--- config.mk ---
export PLATFORM = sky130hd
export DESIGN_NAME = if_fetch
export DESIGN_NICKNAME = d
export VERILOG_FILES = /design/src/rtl/if_fetch.sv
export SDC_FILE = /design/constraint.sdc
export NUM_CORES = 1
export LEC_CHECK = 0
export ABC_AREA = 1
export CORE_MARGIN = 2
export CORE_UTILIZATION = 36
export CTS_CLUSTER_SIZE = 12
export DETAILED_ROUTE_END_ITERATION = 8
export PLACE_DENSITY = 0.58
export SETUP_SLACK_MARGIN = 0.2
export SYNTH_ARGS = -nofsm -noshare
export SYNTH_HDL_FRONTEND = slang
export SYNTH_SLANG_ARGS = --single-unit
--- constraint.sdc ---
create_clock -name clk -period 2.2 [get_ports clk]
set_input_delay 0.33 -clock clk [delete_from_list [all_inputs] [get_ports clk]]
set_output_delay 0.33 -clock clk [all_outputs]
set_load 0.02 [all_outputs]
--- src/rtl/if_fetch.sv ---
// if_fetch -- instruction-fetch stage.
// Keeps the fetch PC, requests instructions over a req/ready handshake and
// hands inst/pc/instValid to the IF/ID boundary. A one-entry skid buffer
// absorbs a response that lands while ID is stalled. Jumps redirect the PC.
// A request still waiting when a jump arrives is completed in DRAIN and its
// data discarded, so the memory handshake is never broken.
//
// Ports:
//   clk, rst           rising-edge clock, synchronous active-high reset
//   stall              ID cannot take a new instruction this cycle
//   jumpEn, jumpAddr   one-cycle redirect pulse and target (bits [1:0] ignored)
//   imemReq, imemAddr  memory request and word-aligned address
//   imemReady          response for the outstanding request is on imemData
//   imemData           returned instruction
//   inst, instValid    instruction to ID and its valid flag (0 = bubble)
//   pc                 address of inst
module if_fetch #(
  parameter int unsigned             INST_LENGTH = 32,
  parameter int unsigned             ADDR_LENGTH = 32,
  parameter logic [ADDR_LENGTH-1:0]  RESET_PC    = '0
) (
  input  logic                    clk,
  input  logic                    rst,
  input  logic                    stall,
  input  logic                    jumpEn,
  input  logic [ADDR_LENGTH-1:0]  jumpAddr,
  output logic                    imemReq,
  output logic [ADDR_LENGTH-1:0]  imemAddr,
  input  logic                    imemReady,
  input  logic [INST_LENGTH-1:0]  imemData,
  output logic [INST_LENGTH-1:0]  inst,
  output logic                    instValid,
  output logic [ADDR_LENGTH-1:0]  pc
);

  typedef enum logic [1:0] {
    S_FETCH,
    S_DRAIN,
    S_SKID
  } state_e;

  state_e                  state_q,      state_d;
  logic [ADDR_LENGTH-1:0]  fetch_pc_q,   fetch_pc_d;
  logic [ADDR_LENGTH-1:0]  drain_addr_q, drain_addr_d;
  logic [ADDR_LENGTH-1:0]  pc_q,         pc_d;
  logic [ADDR_LENGTH-1:0]  skid_pc_q,    skid_pc_d;
  logic [INST_LENGTH-1:0]  inst_q,       inst_d;
  logic [INST_LENGTH-1:0]  skid_q,       skid_d;
  logic                    inst_valid_q, inst_valid_d;
  logic                    pending_q,    pending_d;

  logic [ADDR_LENGTH-1:0]  jump_tgt;
  logic [ADDR_LENGTH-1:0]  pc_inc;

  assign jump_tgt = jumpAddr & ~ADDR_LENGTH'(3);
  assign pc_inc   = fetch_pc_q + ADDR_LENGTH'(4);

  // Memory request side. Once raised in FETCH the request is held by
  // pending_q until ready, regardless of stall.
  always_comb begin
    imemReq  = 1'b0;
    imemAddr = fetch_pc_q;
    if (!rst) begin
      unique case (state_q)
        S_FETCH: imemReq = pending_q | ~stall;
        S_DRAIN: begin
          imemReq  = 1'b1;
          imemAddr = drain_addr_q;
        end
        default: imemReq = 1'b0;
      endcase
    end
  end

  always_comb begin
    state_d      = state_q;
    fetch_pc_d   = fetch_pc_q;
    drain_addr_d = drain_addr_q;
    pc_d         = pc_q;
    skid_pc_d    = skid_pc_q;
    inst_d       = inst_q;
    skid_d       = skid_q;
    inst_valid_d = inst_valid_q;
    pending_d    = pending_q;

    unique case (state_q)
      S_FETCH: begin
        pending_d = imemReq & ~imemReady;
        if (jumpEn) begin
          fetch_pc_d   = jump_tgt;
          inst_d       = '0;
          inst_valid_d = 1'b0;
          if (imemReq && !imemReady) begin
            // Request cannot be withdrawn; DRAIN owns it from here.
            drain_addr_d = fetch_pc_q;
            pending_d    = 1'b0;
            state_d      = S_DRAIN;
          end
        end else if (imemReq && imemReady) begin
          fetch_pc_d = pc_inc;
          if (!stall) begin
            inst_d       = imemData;
            pc_d         = fetch_pc_q;
            inst_valid_d = 1'b1;
          end else begin
            skid_d    = imemData;
            skid_pc_d = fetch_pc_q;
            state_d   = S_SKID;
          end
        end else if (!stall) begin
          inst_d       = '0;
          inst_valid_d = 1'b0;
        end
      end

      S_DRAIN: begin
        inst_valid_d = 1'b0;
        if (jumpEn) fetch_pc_d = jump_tgt;
        if (imemReady) state_d = S_FETCH;
      end

      S_SKID: begin
        if (jumpEn) begin
          fetch_pc_d   = jump_tgt;
          inst_d       = '0;
          inst_valid_d = 1'b0;
          state_d      = S_FETCH;
        end else if (!stall) begin
          inst_d       = skid_q;
          pc_d         = skid_pc_q;
          inst_valid_d = 1'b1;
          state_d      = S_FETCH;
        end
      end

      default: state_d = S_FETCH;
    endcase
  end

  always_ff @(posedge clk) begin
    if (rst) begin
      state_q      <= S_FETCH;
      fetch_pc_q   <= RESET_PC;
      drain_addr_q <= '0;
      pc_q         <= '0;
      skid_pc_q    <= '0;
      inst_q       <= '0;
      skid_q       <= '0;
      inst_valid_q <= 1'b0;
      pending_q    <= 1'b0;
    end else begin
      state_q      <= state_d;
      fetch_pc_q   <= fetch_pc_d;
      drain_addr_q <= drain_addr_d;
      pc_q         <= pc_d;
      skid_pc_q    <= skid_pc_d;
      inst_q       <= inst_d;
      skid_q       <= skid_d;
      inst_valid_q <= inst_valid_d;
      pending_q    <= pending_d;
    end
  end

  assign inst      = inst_q;
  assign instValid = inst_valid_q;
  assign pc        = pc_q;

endmodule

Word-level counts from Yosys, hierarchy flattened

Cells that the tools add are included.
Widths: inputs -> output; s select.

Register bits after elaboration: 196
Bits in latches: 0
Bits in writable memories: 0
ROM bits: 0
Input bits: 69
Output and inout port bits: 98
Word-level logic and storage cells: 82
Memories kept: 0

Add/subtract/negate cells: 1
Multipliers: 0
Divide/modulo/power cells: 0
Magnitude comparators: 0
Equality and inequality tests: 15
Shift-type cells: 0
Multiplexer cells: 37
Bitwise operators: 5
Reduce and logical (&&, ||, !) cells: 15

Operator list:

| kind                  | count |
|---|---|
| $mux 32               | 16 |
| $pmux 32 s2           | 3 |
| $add 32x3->32 const B | 1 |
| $ne 3x3->1 const B    | 5 |
| $mux 2                | 7 |
| $ne 2x2->1 const B    | 6 |
| $reduce_and 3->1      | 3 |
| $mux 1                | 8 |
| $pmux 2 s3            | 1 |
| $reduce_and 6->1      | 1 |
| $reduce_and 5->1      | 1 |
| $ne 4x4->1 const B    | 1 |
| $reduce_and 4->1      | 1 |
| $reduce_bool 2->1     | 2 |
| $not 1->1             | 3 |
| $pmux 1 s3            | 1 |
| $reduce_bool 3->1     | 1 |
| $eq 2x1->1 const B    | 1 |
| $eq 2x2->1 const B    | 1 |
| $logic_and 1x1->1     | 2 |
| $logic_not 2->1       | 1 |
| $ne 2x1->1 const B    | 1 |
| $pmux 1 s2            | 1 |
| $reduce_and 2->1      | 1 |
| other kinds (4)       | 4 |

Logic depth before layout (Yosys ltp)

Depth in word-level cells: 8
Depth in mapped cells: 14
Gate-level depth less buffers: 13

Least setup slack after synthesis

No wires, ideal clock.

Path type: reg2reg
Start: reg state_q[0]
End: reg fetch_pc_q[19]
Arrival time: 1.744 ns
Path slack: 0.324 ns
Cell stages (with the launch flop): 13
Path buffers: 1
Cell sequence: dfxtp_1 -> inv_1 -> ha_1 -> inv_2 -> nor2_1 -> nand2_1 -> nand2_2 -> nand2_1 -> nand2_2 -> nand2_4 -> buf_2 -> o21ai_0 -> a21oi_1

Cells in the longest elaborated chain, start to end: 6

Ends and longest elaborated chain:

| element                                       | line | source |
|---|---|---|
| start: declaration                            | 42   | `state_e state_q, state_d;` |
| start signal: assignment                      | 152  | `state_q <= state_d;` |
| $eq 2x1->1 or $logic_not 2->1 (tied branches) | 64   | `unique case (state_q)` |
| $pmux 1 s2 *                                  | 64   |  |
| $mux 1 *                                      | 63   | `if (!rst) begin` |
| net imemReq                                   | 27   | `output logic imemReq,` |
| $logic_and 1x1->1 *                           | 99   | `end else if (imemReq && imemReady) begin` |
| $ne 3x3->1 (no source line) *                 | --   |  |
| $reduce_and 3->1 (no source line) *           | --   |  |
| end signal: assignment                        | 153  | `fetch_pc_q <= fetch_pc_d;` |
| end: declaration                              | 43   | `logic [ADDR_LENGTH-1:0] fetch_pc_q, fetch_pc_d;` |

Mark *: on every way through the listed nets, which the timed path passes. The rest lies on a longest branch.
A chain may end at the register's enable or synchronous reset.

Worst setup path after layout

Start: reg state_q[1]
End: out imemAddr[15]

Cells in the longest elaborated chain, start to end: 3

Ends and longest elaborated chain:

| element          | line | source |
|---|---|---|
| $eq 2x1->1       | 64   |  |
| $mux 32          | 64   |  |
| $mux 32          | 63   |  |
| end: declaration | 28   | `output logic [ADDR_LENGTH-1:0] imemAddr,` |

Every way passes these cells.

==> results_dict.tcl <==
set metrics [dict create \
    status "completed" \
    p_leak_nw 4.62 \
    critPathLaunchType "flip-flop" \
    postSynthAreaPerCell_um2 6.64 \
    grt_pass1_wl_mm 44.3 \
    holdBufCountCts 0 \
    core_region_area_mm2 0.0244 \
    grt.total_usage 0.209 \
    portBuffers 160 \
    tightest_slew_ns 0.673 \
    maxCapViolCount 0 \
    cp_slowest_cell "dfxtp_2" \
    die-area_mm2 0.0262 \
    worstPathCellList "inv_4 -> ha_4 -> nand2_8 -> clkbuf_16 -> o21ai_0 -> buf_2" \
    power_frac_comb 0.173 \
    yosysSeqAreaShare 0.420 \
    antenna_found_initial 0 \
    power_density_mw_per_mm2 685 \
    clockRootBuffer "clkbuf_16" \
    first_global_vias 8373 \
    worst-endpoint-arrival_ns 1.68 \
    synthCells 1352 \
    p_int_mw 5.71 \
    clk_pin_slew_ns 0.08 \
    max_slew_margin 0.552 \
    drt_wl_total_mm 29.2 \
    finalWeightedCongestion 0.912 \
    worstSetupEndpointType "output port" \
    ys_ff_latch 188 \
    grt_max_degree 134 \
    numCtsBuffers 17 \
    p_switching_mw 2.64 \
    grt_use_met1 0.305 \
    met2_usage 0.307 \
    dp.cells 1795 \
    hold_ws_ns 0.446 \
    max_freq_mhz 498 \
    grt_use_met3 0.0424 \
    hold_path_class "flip-flop to flip-flop" \
    synth_cell_type_count 30 \
    cp_max_fo 6 \
    fin_crit_ns 2.01 \
    drc_errors 0 \
    setup.worst_path.class "flip-flop to output port" \
    fin_setup_tns_ns 0 \
    cts_tree "built" \
    p_clk_frac 0.385 \
    pin_count 167 \
    synth_area_mm2 0.00897 \
    grt_busiest_layer "met2" \
    ant_nets 0 \
    drt_iter0_drc 706 \
    gr-total-overflow 0 \
    yosys_warnings 0 \
    rsz0062_at_grt "yes" \
    p_sw_frac 0.316 \
    cts.sinks 188 \
    finalWorstSetupSlack_ns 0.193 \
    stdcell_count 1843 \
    dr_total_vias 9161 \
    final.period_utilization 0.912 \
    dp_slack_ns 0.135 \
    power_frac_seq 0.442 \
    clk_path_buf_depth 2 \
    firstDrtPassIters 7 \
    finalSetupViolCount 0 \
    insertion_delay_ns 0.44 \
    diodes 0 \
    drv_slew 0 \
    rows 57 \
    drive_above_1_share 0.131 \
    required_ns 1.87 \
    die_x_um 162 \
    place_area_mm2 0.0111 \
    power_mw 8.35 \
    cpPeakStageDelay_ns 0.34 \
    finalInstanceArea_mm2 0.0122 \
    vias_per_cell 4.97 \
    die_h_um 162 \
    crit_family "buffers and inverters" \
    hold_viol 0 \
    wl_per_cell_um 15.8 \
    cts_max_level 4 \
    crit_buf_inv 3 \
    initial_core_util 0.368 \
    place.detailed.hpwl_mm 18.9 \
    vdd_drop_max_uv 402 \
    area_growth_pct 35.8 \
    finalNetCount 1580 \
    fin_util 0.500 \
    fin_skew_ns 0.0199 \
]
## registers in the layout, indices dropped and copies added (netlist names)
signal and flops:
instValid 1, skid_q 32, pending_q 1, fetch_pc_q 30
state_q 2, inst 32, pc 30, drain_addr_q 30
skid_pc_q 30
## cell type report
cell class,instances,area (um2)
fill,2448,12200
multi-input combinational,931,4520
sequential,188,3770
timing repair buffer,224,2330
inverter,144,546
clock buffer,17,425
tap,324,405
clock inverter,15,194
## synthesized netlist by cell type (all sizes together)
| master | n | area, um2 |
|---|---|---|
| dfxtp | 188 | 3760 |
| nor2 | 154 | 578 |
| conb | 1 | 3.75 |
| and2 | 1 | 6.26 |
| nand3b | 1 | 7.51 |
| nor3 | 1 | 5.00 |
| inv | 144 | 541 |
| xor2 | 2 | 17.5 |
| clkbuf | 67 | 251 |
| buf | 26 | 180 |
| o211ai | 32 | 240 |
| a21oi | 161 | 817 |
| o21ai | 210 | 1050 |
| a31oi | 1 | 6.26 |
| nand2 | 317 | 1200 |
| a41oi | 1 | 8.76 |
| nand4 | 5 | 46.3 |
| o21bai | 1 | 7.51 |
| ha | 5 | 62.6 |
| mux2i | 1 | 10.0 |
| nand3 | 33 | 165 |
## cell families (layout without fill, tap and decap cells)
logic type,Yosys count,after routing,share of synthesized area
compound gates,406,406,0.238
xor+xnor,2,2,0.00195
fa+ha+maj,5,5,0.00697
buf+inv,237,400,0.108
flops,188,188,0.420
mux,1,1,0.00112
other cells,1,4,0.000418
simple gates,512,513,0.224
## tightest hold or removal path, delay by kind of cell, from the launching register on
family	cells	cell delay [ns]
flops	1	0.31
compound gates	1	0.05
buf+inv	1	0.04
## repair_timing
item                       4_1_cts  5_1_grt
gates cloned                     2       11
setup buffers                    0        3
gates resized for setup        185      151
pin swaps                        0        5
setup endpoints to repair       35      188
## metal layers
layer,vias to the layer above,wire [um]
li1,4687,-
met5,-,0
met2,228,12300
met4,0,576
met3,30,1650
met1,4216,14700
## power by group through the flow
stage,clock network [mW],logic [mW],registers [mW]
floorplan,0,0.718,3.75
global placement,0,1.35,3.76
detailed placement,0,1.36,3.77
CTS,3.30,1.34,3.69
global route,3.43,1.58,3.72
finish,3.22,1.44,3.70
## path summary, 6_finish.rpt
check	startpoint	endpoint	slack, ns	cells past startpoint
setup / recovery	state_q[1]$_SDFFE_PP0P_	imemAddr[15]	0.19	6
setup reg to reg	state_q[0]$_SDFFE_PP0P_	skid_q[4]$_SDFFE_PP0P_	0.23	12
hold / removal	skid_q[3]$_SDFFE_PP0P_	skid_q[3]$_SDFFE_PP0P_	0.45	2
hold reg to reg	skid_q[3]$_SDFFE_PP0P_	skid_q[3]$_SDFFE_PP0P_	0.45	2
## layout by cell type, fill, tap and decap left out, types with 6 or more instances in the layout
cell             synthesis  routed
a21oi_1                160     158
buf_12                   0      12
buf_2                    9       8
buf_4                    7      58
buf_6                    6       9
clkbuf_16                0      24
clkdlybuf4s50_1          0     128
dfxtp_1                188     184
inv_1                  141     138
nand2_1                314     308
nand2_2                  2       7
nand3_1                 33      32
nor2_1                 154     147
nor2_2                   0       6
o211ai_1                32      32
o21ai_0                207     128
o21ai_1                  3      45
o21ai_2                  0      34
No activity file was read; power rests on OpenSTA's default activity.
==> edit (same settings) <==
`ADDR_LENGTH`: 32 -> 16.
--- a/src/rtl/if_fetch.sv
+++ b/src/rtl/if_fetch.sv
@@ -18,3 +18,3 @@
   parameter int unsigned             INST_LENGTH = 32,
-  parameter int unsigned             ADDR_LENGTH = 32,
+  parameter int unsigned             ADDR_LENGTH = 16,
   parameter logic [ADDR_LENGTH-1:0]  RESET_PC    = '0
Interface: changed (resized imemAddr, jumpAddr and pc); port bits go from 167 to 119. No check against the original RTL was run, so the function may have changed too.
==> edit against the original RTL <==
- core utilization down 0.68 points
- total power decreased by 3.5%
- die area shrank 34%
- sequential cell count down 64
- count of clock-buffer cells in the layout up 6
- synthesized area decreased by 34%
- via count is 38% lower
- hold slack got worse by 94 ps
- register-to-register slack better by 130 ps
- worst setup slack better by 39 ps
- sequential share of layout area increased by 0.68 points
- non-clock buffer count fell by 79
- routed wire length shrank 44%
- critical path type unchanged
- design area down 36%
==> edit: results (changes against the original RTL) <==
* Compound-Gate Fraction of Synth Area at 21.72% (was 23.75%)
* DP Cell Count at 1174 (was 1795)
* First-pass GRT wire length at 26120 um (was 44270 um)
* DR WL met3 at 581 um (was 1654 um)
* GRT Util Overall at 18.78% (was 20.86%)
* Clk Latency, worst-skew pair at 420 ps (was 440 ps)
* Run status: complete, no violations (unchanged)
* Met1 Use GR at 26.12% (was 30.51%)
* Largest net degree at the start of global routing at 84 (was 134)
* Worst Skew at 10.23 ps (was 19.92 ps)
* Critical Path AT at 1640 ps (was 1680 ps)
* Max FO, Critical Path at 14 (was 6)
* GRT met3 Usage at 4.575% (was 4.239%)
* Post-synthesis cell type count at 26 (was 30)
* Top cells by count, synth: nand2_1 (234), a21oi_1 (153), dfxtp_1 (124) (was nand2_1 (314), o21ai_0 (207), dfxtp_1 (188))
* DR pass1 iterations at 5 (was 7)
* Setup WS pre-CTS at 127.5 ps (was 134.8 ps)
* Initial DRC Count at 329 (was 706)
* Drt wl/cell at 13.51 um (was 15.84 um)
* Fillers at 1674 (was 2448)
* XOR/XNOR share of the synthesized area at 0% (was 0.1953%)
* Met2 routed wirelength at 7168 um (was 12320 um)
* Worst-path clk slew at 60 ps (was 80 ps)
* P_leak at 3.154 nW (was 4.622 nW)
* Mux contribution to synthesized area at 0% (was 0.1116%)
* Vias in the first global route at 5082 (was 8373)
* Fraction of layout cells with a size suffix above 1 at 10.39% (was 13.10%)
* Worst vdd ir at 0.5919 mV (was 0.4017 mV)
* DPL Wire Length at 10670 um (was 18940 um)
* Sequential cell area fraction in the yosys report at 42.17% (was 41.95%)
* I/O Buffers at 112 (was 160)
* Via count at 5650 (was 9161)
* Adder-Cell Fraction of Synth Area at 1.063% (was 0.6974%)
* Top cells by area, synth: dfxtp_1 (42%), nand2_1 (15%), a21oi_1 (13%), inv_1 (5.7%), o21ai_0 (4.8%) (was dfxtp_1 (42%), nand2_1 (13%), o21ai_0 (12%), a21oi_1 (8.9%), nor2_1 (6.4%))
edit: cell count changes after synthesis, moves of 6 or more:
cell      change
a21oi_1       -7
buf_6         +6
clkbuf_1     -35
dfxtp_1      -64
inv_1        -52
nand2_1      -80
nand3_1      -11
nor2_1       -84
o211ai_1     -32
o21ai_0     -150
o21ai_1      +32
edit: cell type report:
type	count	area share, %
Tap cell	216	3.439
Multi-Input combinational cell	599	35.03
Clock inverter	8	1.354
Inverter	92	4.395
Clock buffer	23	6.465
Sequential cell	124	31.62
Timing Repair Buffer	145	17.69
edit: worst register-to-register path, delay by kind of cell, from the launching register on:
family                     cells  cell delay (ps)
buffers and inverters          3              420
and+or+nand+nor                3              320
AOI/OAI and AO/OA              3              440
adders and majority gates      1              180
DFF                            1              350
edit: logic make-up after synthesis:
family | after synthesis
simple gates | 340
flops | 124
other cells | 1
fa+ha+maj | 5
compound gates | 250
buf+inv | 154
edit: repair_timing:
item | 4_1_cts | 5_1_grt
buffers inserted | 0 | 0
cloned | 0 | 2
setup endpoints to repair | 15 | 54
gates resized for setup | 78 | 19
edit: worst paths after layout:
path	to	cells after the start	slack, ps	startpoint
setup / recovery	imemAddr[11]	6	230	state_q[1]$_SDFFE_PP0P_
hold / removal	state_q[0]$_SDFFE_PP0P_	3	350	rst
setup reg to reg	skid_pc_q[5]$_SDFFE_PP0P_	10	360	state_q[0]$_SDFFE_PP0P_
hold reg to reg	skid_pc_q[2]$_SDFFE_PP0P_	2	440	skid_pc_q[2]$_SDFFE_PP0P_
edit: power groups by stage:
stage	Combinational (mW)	Sequential, mW	Clock (mW)
floorplan	1.50	2.76	0
global placement	2.54	2.70	0
detailed placement	2.55	2.70	0
CTS	2.48	2.66	2.93
global route	2.83	2.69	3.04
finish	2.54	2.66	2.87
